[src/rtl/cpu_pkg.sv]
// Shared definitions for the multicycle 16-bit-instruction core:
// opcodes, FSM states and instruction field positions.
package cpu_pkg;

   localparam logic [3:0] OP_ADD  = 4'h0;
   localparam logic [3:0] OP_SUB  = 4'h1;
   localparam logic [3:0] OP_AND  = 4'h2;
   localparam logic [3:0] OP_OR   = 4'h3;
   localparam logic [3:0] OP_XOR  = 4'h4;
   localparam logic [3:0] OP_SLT  = 4'h5;
   localparam logic [3:0] OP_ADDI = 4'h6;
   localparam logic [3:0] OP_LW   = 4'h7;
   localparam logic [3:0] OP_SW   = 4'h8;
   localparam logic [3:0] OP_BEQ  = 4'h9;
   localparam logic [3:0] OP_J    = 4'hA;
   localparam logic [3:0] OP_BL   = 4'hB;
   localparam logic [3:0] OP_BR   = 4'hC;
   localparam logic [3:0] OP_SHL  = 4'hD;
   localparam logic [3:0] OP_NOP  = 4'hE;
   localparam logic [3:0] OP_HALT = 4'hF;

   localparam int OP_MSB   = 15;
   localparam int OP_LSB   = 12;
   localparam int RS_MSB   = 11;
   localparam int RS_LSB   = 8;
   localparam int RT_MSB   = 7;
   localparam int RT_LSB   = 4;
   localparam int RD_MSB   = 3;
   localparam int RD_LSB   = 0;
   localparam int IMM8_MSB = 11;
   localparam int IMM8_LSB = 4;
   localparam int TGT_MSB  = 11;

   typedef enum logic [2:0] {
      FETCH  = 3'd0,
      DECODE = 3'd1,
      EXEC   = 3'd2,
      MEM    = 3'd3,
      WB     = 3'd4,
      HALT   = 3'd5
   } state_t;

endpackage

[src/rtl/cpu_regfile.sv]
// 16-entry register file: two asynchronous read ports, one synchronous
// write port, r0 reads as zero and ignores writes.
module cpu_regfile
   import cpu_pkg::*;
#(
   parameter int DATA_W = 16
)(
   input  logic              clk,
   input  logic              rst,
   input  logic              we,
   input  logic [3:0]        waddr,
   input  logic [DATA_W-1:0] wdata,
   input  logic [3:0]        raddr_a,
   input  logic [3:0]        raddr_b,
   output logic [DATA_W-1:0] rdata_a,
   output logic [DATA_W-1:0] rdata_b
);

   logic [DATA_W-1:0] regs_r [16];

   // Register storage: cleared on reset, r0 never written
   always_ff @(posedge clk or posedge rst) begin
      if (rst) begin
         for (int i = 0; i < 16; i++) begin
            regs_r[i] <= '0;
         end
      end else if (we && (waddr != 4'd0)) begin
         regs_r[waddr] <= wdata;
      end
   end

   assign rdata_a = (raddr_a == 4'd0) ? '0 : regs_r[raddr_a];
   assign rdata_b = (raddr_b == 4'd0) ? '0 : regs_r[raddr_b];

endmodule

[src/rtl/cpu_multicycle.sv]
// Multicycle core: FETCH/DECODE/EXEC/MEM/WB sequencing over a single
// req/ack memory port. All memory-side and status outputs are registered.
module cpu_multicycle
   import cpu_pkg::*;
#(
   parameter int                DATA_W   = 16,
   parameter int                ADDR_W   = 16,
   parameter logic [ADDR_W-1:0] RESET_PC = '0,
   parameter int                LINK_REG = 15
)(
   input  logic              clk,
   input  logic              pc_reset,
   output logic              mem_req,
   output logic              mem_we,
   output logic [ADDR_W-1:0] mem_addr,
   output logic [DATA_W-1:0] mem_wdata,
   input  logic [DATA_W-1:0] mem_rdata,
   input  logic              mem_ack,
   output logic              halted,
   output logic              retire,
   output logic [ADDR_W-1:0] dbg_pc
);

   localparam logic [ADDR_W-1:0] J_MASK = {ADDR_W{1'b1}} << 12;

   state_t            state_r, state_s;
   logic [15:0]       ir_r;
   logic [ADDR_W-1:0] pc_r, pc_inc_s, npc_s, br_off_s, bl_off_s, addr_s, mem_addr_r;
   logic [DATA_W-1:0] a_r, b_r, res_r, rf_a_s, rf_b_s, alu_s, imm4_s, ea_s;
   logic [DATA_W-1:0] wdata_s, mem_wdata_r;
   logic [3:0]        op_s, rs_s, rt_s, rd_s, rf_waddr_s;
   logic              xfer_s, rf_we_s, pc_ld_s;
   logic              req_s, we_s, retire_s, halted_s;
   logic              mem_req_r, mem_we_r, retire_r, halted_r;

   assign op_s     = ir_r[OP_MSB:OP_LSB];
   assign rs_s     = ir_r[RS_MSB:RS_LSB];
   assign rt_s     = ir_r[RT_MSB:RT_LSB];
   assign rd_s     = ir_r[RD_MSB:RD_LSB];
   assign imm4_s   = {{(DATA_W-4){ir_r[RD_MSB]}}, ir_r[RD_MSB:RD_LSB]};
   assign br_off_s = {{(ADDR_W-4){ir_r[RD_MSB]}}, ir_r[RD_MSB:RD_LSB]};
   assign bl_off_s = {{(ADDR_W-8){ir_r[IMM8_MSB]}}, ir_r[IMM8_MSB:IMM8_LSB]};
   assign pc_inc_s = pc_r + {{(ADDR_W-1){1'b0}}, 1'b1};
   assign ea_s     = a_r + imm4_s;
   // A transfer only counts while our own request is up
   assign xfer_s   = mem_req_r && mem_ack;

   cpu_regfile #(.DATA_W(DATA_W)) u_regfile (
      .clk     (clk),
      .rst     (pc_reset),
      .we      (rf_we_s),
      .waddr   (rf_waddr_s),
      .wdata   (res_r),
      .raddr_a (rs_s),
      .raddr_b (rt_s),
      .rdata_a (rf_a_s),
      .rdata_b (rf_b_s)
   );

   // ALU: result for R-type, ADDI and the BL link value
   always_comb begin
      alu_s = '0;
      case (op_s)
         OP_ADD:  alu_s = a_r + b_r;
         OP_SUB:  alu_s = a_r - b_r;
         OP_AND:  alu_s = a_r & b_r;
         OP_OR:   alu_s = a_r | b_r;
         OP_XOR:  alu_s = a_r ^ b_r;
         OP_SLT:  alu_s = ($signed(a_r) < $signed(b_r)) ? {{(DATA_W-1){1'b0}}, 1'b1} : '0;
         OP_ADDI: alu_s = ea_s;
         OP_BL:   alu_s = DATA_W'(pc_inc_s);
         OP_SHL:  alu_s = a_r << b_r[3:0];
         default: alu_s = '0;
      endcase
   end

   // Next PC for the instruction currently held in IR
   always_comb begin
      npc_s = pc_inc_s;
      case (op_s)
         OP_BEQ:  npc_s = (a_r == b_r) ? (pc_inc_s + br_off_s) : pc_inc_s;
         OP_J:    npc_s = (pc_inc_s & J_MASK) | ADDR_W'(ir_r[TGT_MSB:0]);
         OP_BL:   npc_s = pc_inc_s + bl_off_s;
         OP_BR:   npc_s = ADDR_W'(a_r);
         default: npc_s = pc_inc_s;
      endcase
   end

   // Writeback destination, only active in WB
   always_comb begin
      rf_we_s    = 1'b0;
      rf_waddr_s = rd_s;
      if (state_r == WB) begin
         case (op_s)
            OP_ADD, OP_SUB, OP_AND, OP_OR, OP_XOR, OP_SLT, OP_SHL: begin
               rf_we_s    = 1'b1;
               rf_waddr_s = rd_s;
            end
            OP_ADDI, OP_LW: begin
               rf_we_s    = 1'b1;
               rf_waddr_s = rt_s;
            end
            OP_BL: begin
               rf_we_s    = 1'b1;
               rf_waddr_s = LINK_REG[3:0];
            end
            default: rf_we_s = 1'b0;
         endcase
      end else begin
         rf_we_s = 1'b0;
      end
   end

   // FSM next state and next values of the registered outputs
   always_comb begin
      state_s  = state_r;
      req_s    = mem_req_r;
      we_s     = mem_we_r;
      addr_s   = mem_addr_r;
      wdata_s  = mem_wdata_r;
      retire_s = 1'b0;
      halted_s = halted_r;
      pc_ld_s  = 1'b0;
      case (state_r)
         FETCH: begin
            req_s  = 1'b1;
            we_s   = 1'b0;
            addr_s = pc_r;
            if (xfer_s) begin
               state_s = DECODE;
               req_s   = 1'b0;
            end else begin
               state_s = FETCH;
            end
         end
         DECODE: state_s = EXEC;
         EXEC: begin
            case (op_s)
               OP_LW, OP_SW: begin
                  state_s = MEM;
                  req_s   = 1'b1;
                  we_s    = (op_s == OP_SW);
                  addr_s  = ADDR_W'(ea_s);
                  wdata_s = b_r;
               end
               OP_HALT: begin
                  state_s  = HALT;
                  req_s    = 1'b0;
                  retire_s = 1'b1;
                  halted_s = 1'b1;
               end
               OP_BEQ, OP_J, OP_BR, OP_NOP: begin
                  state_s  = FETCH;
                  req_s    = 1'b1;
                  we_s     = 1'b0;
                  addr_s   = npc_s;
                  pc_ld_s  = 1'b1;
                  retire_s = 1'b1;
               end
               default: state_s = WB;
            endcase
         end
         MEM: begin
            if (xfer_s && (op_s == OP_SW)) begin
               state_s  = FETCH;
               req_s    = 1'b1;
               we_s     = 1'b0;
               addr_s   = npc_s;
               pc_ld_s  = 1'b1;
               retire_s = 1'b1;
            end else if (xfer_s) begin
               state_s = WB;
               req_s   = 1'b0;
               we_s    = 1'b0;
            end else begin
               state_s = MEM;
            end
         end
         WB: begin
            state_s  = FETCH;
            req_s    = 1'b1;
            we_s     = 1'b0;
            addr_s   = npc_s;
            pc_ld_s  = 1'b1;
            retire_s = 1'b1;
         end
         HALT: begin
            state_s = HALT;
            req_s   = 1'b0;
            we_s    = 1'b0;
         end
         default: begin
            state_s = FETCH;
            req_s   = 1'b0;
            we_s    = 1'b0;
         end
      endcase
   end

   // State and registered outputs
   always_ff @(posedge clk or posedge pc_reset) begin
      if (pc_reset) begin
         state_r     <= FETCH;
         mem_req_r   <= 1'b0;
         mem_we_r    <= 1'b0;
         mem_addr_r  <= '0;
         mem_wdata_r <= '0;
         retire_r    <= 1'b0;
         halted_r    <= 1'b0;
      end else begin
         state_r     <= state_s;
         mem_req_r   <= req_s;
         mem_we_r    <= we_s;
         mem_addr_r  <= addr_s;
         mem_wdata_r <= wdata_s;
         retire_r    <= retire_s;
         halted_r    <= halted_s;
      end
   end

   // Datapath registers: IR, operands, result/load data, PC
   always_ff @(posedge clk or posedge pc_reset) begin
      if (pc_reset) begin
         ir_r  <= 16'h0000;
         a_r   <= '0;
         b_r   <= '0;
         res_r <= '0;
         pc_r  <= RESET_PC;
      end else begin
         if ((state_r == FETCH) && xfer_s) begin
            ir_r <= mem_rdata[15:0];
         end
         if (state_r == DECODE) begin
            a_r <= rf_a_s;
            b_r <= rf_b_s;
         end
         if (state_r == EXEC) begin
            res_r <= alu_s;
         end else if ((state_r == MEM) && xfer_s && (op_s == OP_LW)) begin
            res_r <= mem_rdata;
         end
         if (pc_ld_s) begin
            pc_r <= npc_s;
         end
      end
   end

   assign mem_req   = mem_req_r;
   assign mem_we    = mem_we_r;
   assign mem_addr  = mem_addr_r;
   assign mem_wdata = mem_wdata_r;
   assign retire    = retire_r;
   assign halted    = halted_r;
   assign dbg_pc    = pc_r;

endmodule
[config.mk]
export PLATFORM = sky130hd
export DESIGN_NAME = cpu_multicycle
export DESIGN_NICKNAME = d
export VERILOG_FILES = /design/src/rtl/cpu_pkg.sv /design/src/rtl/cpu_regfile.sv /design/src/rtl/cpu_multicycle.sv
export SDC_FILE = /design/constraint.sdc
export NUM_CORES = 1
export LEC_CHECK = 0
export CAP_MARGIN = 0
export CORE_MARGIN = 2
export CORE_UTILIZATION = 57
export DETAILED_ROUTE_END_ITERATION = 10
export GPL_TIMING_DRIVEN = 0
export HOLD_SLACK_MARGIN = 0.15
export PLACE_DENSITY = 0.74
export SLEW_MARGIN = 20
export SYNTH_ARGS = -nofsm -noshare
export SYNTH_HDL_FRONTEND = slang
export SYNTH_SLANG_ARGS = --single-unit
[constraint.sdc]
create_clock -name clk -period 20.1 [get_ports clk]
set_clock_uncertainty 0.15 [all_clocks]
set_input_delay 6.03 -clock clk [delete_from_list [all_inputs] [get_ports clk]]
set_output_delay 6.03 -clock clk [all_outputs]
set_load 0.01 [all_outputs]
==> qor.yml, run 1 <==
worst_hold_path:
  hold_class: "reg -> reg"
  worstHoldPathCells: 1
final_layout:
  nets: 2338
  drive_above_1_share: 0.247
  final_cell_mix: "374 x dfrtp_1, 223 x mux2_2, 162 x mux4_2, 112 x clkbuf_1, 109 x nand2_1"
  syn_to_final_growth_pct: 12.1
  seqCellArea_mm2: 0.00939
  antenna_cells: 0
  fillers: 3197
  multi_input_area_mm2: 0.0140
  final_common_cell: "dfrtp_1"
logic_synthesis:
  yosysWarningCount: 0
  syn_area_mm2: 0.0243
  yosys.cell_types.count: 81
  syn_nets: 2219
  yosysSeqAreaShare: 0.385
  synth_area_leaders: "dfrtp_1 39%, mux4_2 15%, mux2_2 10%"
  yosysTopAreaCell: "dfrtp_1"
  synth_top_area_frac: 0.385
  synth_edf_count: 0
  synth-main-ff-cell: "dfrtp_1"
  ys_ff_latch: 375
  avgSynthCellArea_um2: 11.6
  async_flop_share: 1.00
  synth_cells: 2096
place:
  gp_congestion: 1.02
  place_ws_ps: 10630
  io_buffers: 70
  hpwl_um: 64800
critical_path:
  cp.required_ps: 20360
  worstPathCellList: "clkdlybuf4s50_1 > nand2_1 > o21ai_0 > nand2_1 > a2111oi_1 > o221ai_1 > a221oi_1 > a31oi_1"
  cp_max_fo: 5
  cp_top_family: "compound AO/OA/AOI/OAI gates"
  critPathKind: "in -> reg"
  crit_cells: 8
  critPathLaunchType: "primary input"
  path_buf_inv: 1
  reg2reg_depth: 14
  critPathMaxStageDelay_ps: 800
  path_common_cell: "nand2_1"
  cp_data_arrival_time_ps: 9330
  crit_slowest_cell: "a2111oi_1"
  endpoint_kind: "flip-flop"
die:
  core_area_mm2: 0.0420
  ios: 71
  die_y_um: 211
  dieArea_mm2: 0.0444
  die_x_um: 211
  start_util: 0.579
  fp-row-count: 75
global_route:
  grt_pass1_vias: 19500
  grt_pass1_wl_um: 126000
  grt_overflow: 0
  grt_max_degree: 103
  grt_usage: 0.387
  antenna_found_initial: 0
drt:
  drt-wirelength-per-cell_um: 30.4
  antenna_left: 0
  num_vias: 19400
  drt_iter0_markers: 2013
  drcViolationCount: 0
  viasPerCell: 6.97
  wl_um: 84600
  drtPass1Iterations: 8
clock_tree:
  post_cts_resized: 0
  clk_path_buf_depth: 3
  clk_pin_slew_worst_paths_ps: 60
  cts_tree: "done"
  root_buffer: "clkbuf_16"
  cts_setup_buffers: 0
  cts_hold_buffers: 0
  cts.sinks: 375
  clock_latency_ps: 610
  cts_max_level: 2
  cts_buffers: 41
sta:
  fin_crit_ps: 9070
  finalHoldViolCount: 0
  fin_ws_ps: 11030
  tightestPinTransition_ps: 1160
  fmax_mhz: 110
  rsz0062_at_grt: "no"
  slew_violations: 0
  slew_headroom: 0.220
  min_period_over_period: 0.451
  setup_viol: 0
  setup_tns_ps: 0
  holdWs_ps: 332
power:
  p_total_uw: 5110
  vdd_ir_drop_max_mv: 0.102
  power_leakage_uw: 0.0120
  power_density_mw_per_mm2: 187
flow_run:
  timing.max_cap.violations: 0
outcome:
  status: "finished clean"
-- registers in the layout, summed over array words and instances (netlist names) --
signal and cells:
b_r 16, mem_we 1, dbg_pc 16, ir_r 16
u_regfile.regs_r 256, res_r 16, mem_addr 16, a_r 16
state_r 3, mem_wdata 16, halted 1, mem_req 1
retire 1
-- power by group --
part / internal [µW] / switching, µW / total [µW] / leakage [µW]
Sequential: 990 / 306 / 1300 / 0.00509
Clock: 459 / 335 / 795 / 0.000687
Combinational: 1180 / 1840 / 3020 / 0.00624
Total: 2630 / 2480 / 5110 / 0.0120
-- per-layer routing --
| metal | part of all wire | global-route usage | up-vias |
|---|---|---|---|
| met5 | 0 | 0 | - |
| met4 | 0.066 | 0.219 | 0 |
| met3 | 0.073 | 0.0556 | 276 |
| met2 | 0.48 | 0.638 | 1050 |
| met1 | 0.38 | 0.496 | 9858 |
| li1 | - | - | 8226 |
-- logic make-up after synthesis --
kind of cell             synth area share
XOR/XNOR                           0.0183
adder cells (fa/ha/maj)            0.0550
AO/OA/AOI/OAI                       0.132
buffers and inverters              0.0425
AND/OR/NAND/NOR                    0.0737
flip-flops                          0.385
multiplexers                        0.293
-- per-stage QoR --
step	utilization	instance area, µm²	cells
2_1_floorplan	-	24300	2096
3_3_place_gp	0.612	25700	2705
3_5_place_dp	0.616	25900	2711
4_1_cts	0.649	27300	2785
5_1_grt	0.649	27300	2785
6_report	0.649	27300	2785
-- cell usage after synthesis (16+ instances only) --
cell	n
xor2_1	20
nand2_1	109
xnor2_1	31
nand2b_1	17
ha_1	99
o21ai_0	95
a21oi_1	100
a221oi_1	31
dfrtp_1	375
mux2_4	30
inv_1	103
o22ai_1	44
a211oi_1	17
a21o_1	19
buf_1	16
mux4_2	162
nor2_1	92
a221o_1	17
nand3_1	35
mux2_1	30
mux2i_1	19
buf_2	23
mux2_2	223
nor3_1	37
clkbuf_1	109
-- final cells by class --
cell class / count / area share
Multi-Input combinational cell: 1462 / 0.511
Sequential cell: 375 / 0.344
Clock buffer: 51 / 0.0404
Timing Repair Buffer: 76 / 0.0301
Tap cell: 539 / 0.0247
Buffer: 154 / 0.0237
Inverter: 105 / 0.0147
Clock inverter: 23 / 0.0111
-- final timing paths --
path / from / endpoint / slack, ps
min in group asynchronous: pc_reset / dbg_pc[4]$_DFFE_PP0P_ / 5820
setup reg to reg: ir_r[5]$_DFFE_PP0P_ / dbg_pc[14]$_DFFE_PP0P_ / 14500
hold reg to reg: u_regfile.regs_r[254]$_DFFE_PP0P_ / u_regfile.regs_r[254]$_DFFE_PP0P_ / 330
setup / recovery: mem_ack / res_r[13]$_DFFE_PP0P_ / 11030
max in group asynchronous: pc_reset / u_regfile.regs_r[75]$_DFFE_PP0P_ / 12070
hold / removal: u_regfile.regs_r[254]$_DFFE_PP0P_ / u_regfile.regs_r[254]$_DFFE_PP0P_ / 330
(Power assumes the default switching activity.)
==> run 2: changes to the inputs <==
- clock period: 20.1 -> 9.3 ns (I/O delays scaled with it)
==> run 2 against run 1 <==
Against the previous run: sequential power is 110% higher; die area unchanged; clock power is 100% higher; cell area is 0.27% higher; largest cell class unchanged.
==> qor.yml, run 2 (synthesized netlist as in run 1, its figures left out) <==
clock_tree:
  clock_latency_ps: 580
  cts_setup_buffers: 0
  cts_hold_buffers: 0
  cts_buffers: 41
  cts_max_level: 2
  root_buffer: "clkbuf_16"
  cts.sinks: 375
  cts_tree: "done"
  clk_path_buf_depth: 3
  post_cts_resized: 0
  clk_pin_slew_worst_paths_ps: 60
critical_path:
  crit_slowest_cell: "a2111oi_1"
  endpoint_kind: "flip-flop"
  critPathMaxStageDelay_ps: 800
  cp.required_ps: 9560
  cp_top_family: "compound AO/OA/AOI/OAI gates"
  cp_data_arrival_time_ps: 6000
  cp_max_fo: 5
  path_buf_inv: 1
  path_common_cell: "nand2_1"
  critPathLaunchType: "primary input"
  critPathKind: "in -> reg"
  worstPathCellList: "clkdlybuf4s50_1 > nand2_1 > o21ai_0 > nand2_1 > a2111oi_1 > o221ai_1 > a221oi_1 > a31oi_1"
outcome:
  status: "finished clean"
final_layout:
  regMostFlops: "u_regfile.regs_r"
  nets: 2349
  fillers: 3204
  multi_input_area_mm2: 0.0140
  syn_to_final_growth_pct: 12.4
  seqCellArea_mm2: 0.00939
  final_cell_area_mm2: 0.0274
  final_cell_mix: "374 x dfrtp_1, 223 x mux2_2, 162 x mux4_2, 119 x clkbuf_1, 109 x nand2_1"
  final_common_cell: "dfrtp_1"
  largest_reg_flops: 256
  instances_no_fill: 2793
  drive_above_1_share: 0.245
global_route:
  grt_pass1_vias: 19600
  antenna_found_initial: 1
  grt_pass1_wl_um: 127000
  grt_overflow: 0
  grt_usage: 0.389
  grt_max_degree: 38
sta:
  min_period_over_period: 0.617
  setup_tns_ps: 0
  slew_violations: 0
  fin_crit_ps: 5740
  tightestPinTransition_ps: 1100
  holdWs_ps: 331
  finalHoldViolCount: 0
  setup_viol: 0
  fmax_mhz: 174
  slew_headroom: 0.268
  rsz0062_at_grt: "no"
drt:
  wl_um: 84400
  drcViolationCount: 0
  drtPass1Iterations: 8
  num_vias: 19300
  viasPerCell: 6.91
  drt_iter0_markers: 2017
  drt-wirelength-per-cell_um: 30.2
  antenna_left: 0
die:
  fp-row-count: 75
  core_area_mm2: 0.0420
  die_x_um: 211
  start_util: 0.579
  die_y_um: 211
  dieArea_mm2: 0.0444
  ios: 71
place:
  io_buffers: 70
  dp_cells: 2722
  hpwl_um: 66200
  gp_congestion: 1.01
  placed_area_mm2: 0.0261
flow_run:
  timing.max_cap.violations: 0
worst_hold_path:
  hold_class: "reg -> reg"
power:
  power_density_mw_per_mm2: 400
  power_leakage_uw: 0.0120
  vdd_ir_drop_max_mv: 0.210
-- run 2: changes by cell type in the layout (fill, tap and decap cells not counted), sizes merged --
cell and delta:
buf +11, clkbuf +9, clkinv -9, bufinv -4, diode +1
-- run 2: through the flow --
stage / power (µW) / setup slack, ps / util
2_1_floorplan: 6850 / 1320 / -
3_3_place_gp: 9000 / -1050 / 0.612
3_5_place_dp: 9170 / 3120 / 0.621
4_1_cts: 10800 / 3670 / 0.651
5_1_grt: 11500 / 3580 / 0.651
6_report: 10900 / 3560 / 0.651
-- run 2: worst paths after layout --
check	start	to	slack, ps	cells past startpoint
max	mem_ack	res_r[13]$_DFFE_PP0P_	3560	8
min	u_regfile.regs_r[249]$_DFFE_PP0P_	u_regfile.regs_r[249]$_DFFE_PP0P_	330	1
min in group asynchronous	pc_reset	mem_addr[4]$_DFFE_PP0P_	2450	2
min reg2reg	u_regfile.regs_r[249]$_DFFE_PP0P_	u_regfile.regs_r[249]$_DFFE_PP0P_	330	1
max in group asynchronous	pc_reset	u_regfile.regs_r[124]$_DFFE_PP0P_	4430	10
max reg2reg	ir_r[5]$_DFFE_PP0P_	dbg_pc[14]$_DFFE_PP0P_	3870	14
-- run 2: cell type report --
type,count,share of cell area
Clock buffer,60,0.0434
Inverter,105,0.0145
Sequential cell,375,0.343
Multi-Input combinational cell,1462,0.510
Tap cell,539,0.0246
Buffer,154,0.0235
Timing Repair Buffer,87,0.0378
Clock inverter,10,0.00320
Antenna cell,1,0.0000914
-- run 2: layer usage --
layer / global-route usage / routed length, µm / part of all wire / vias up
met5: 0 / 0 / 0 / -
met4: 0.202 / 4960 / 0.059 / 0
met3: 0.0632 / 6130 / 0.073 / 246
met2: 0.649 / 41300 / 0.49 / 993
met1: 0.492 / 32100 / 0.38 / 9817
li1: - / - / - / 8245
-- run 2: report_power, final --
group	switching [µW]	internal [µW]
Sequential	652	2140
Combinational	4010	2560
Clock	679	910
Total	5340	5610
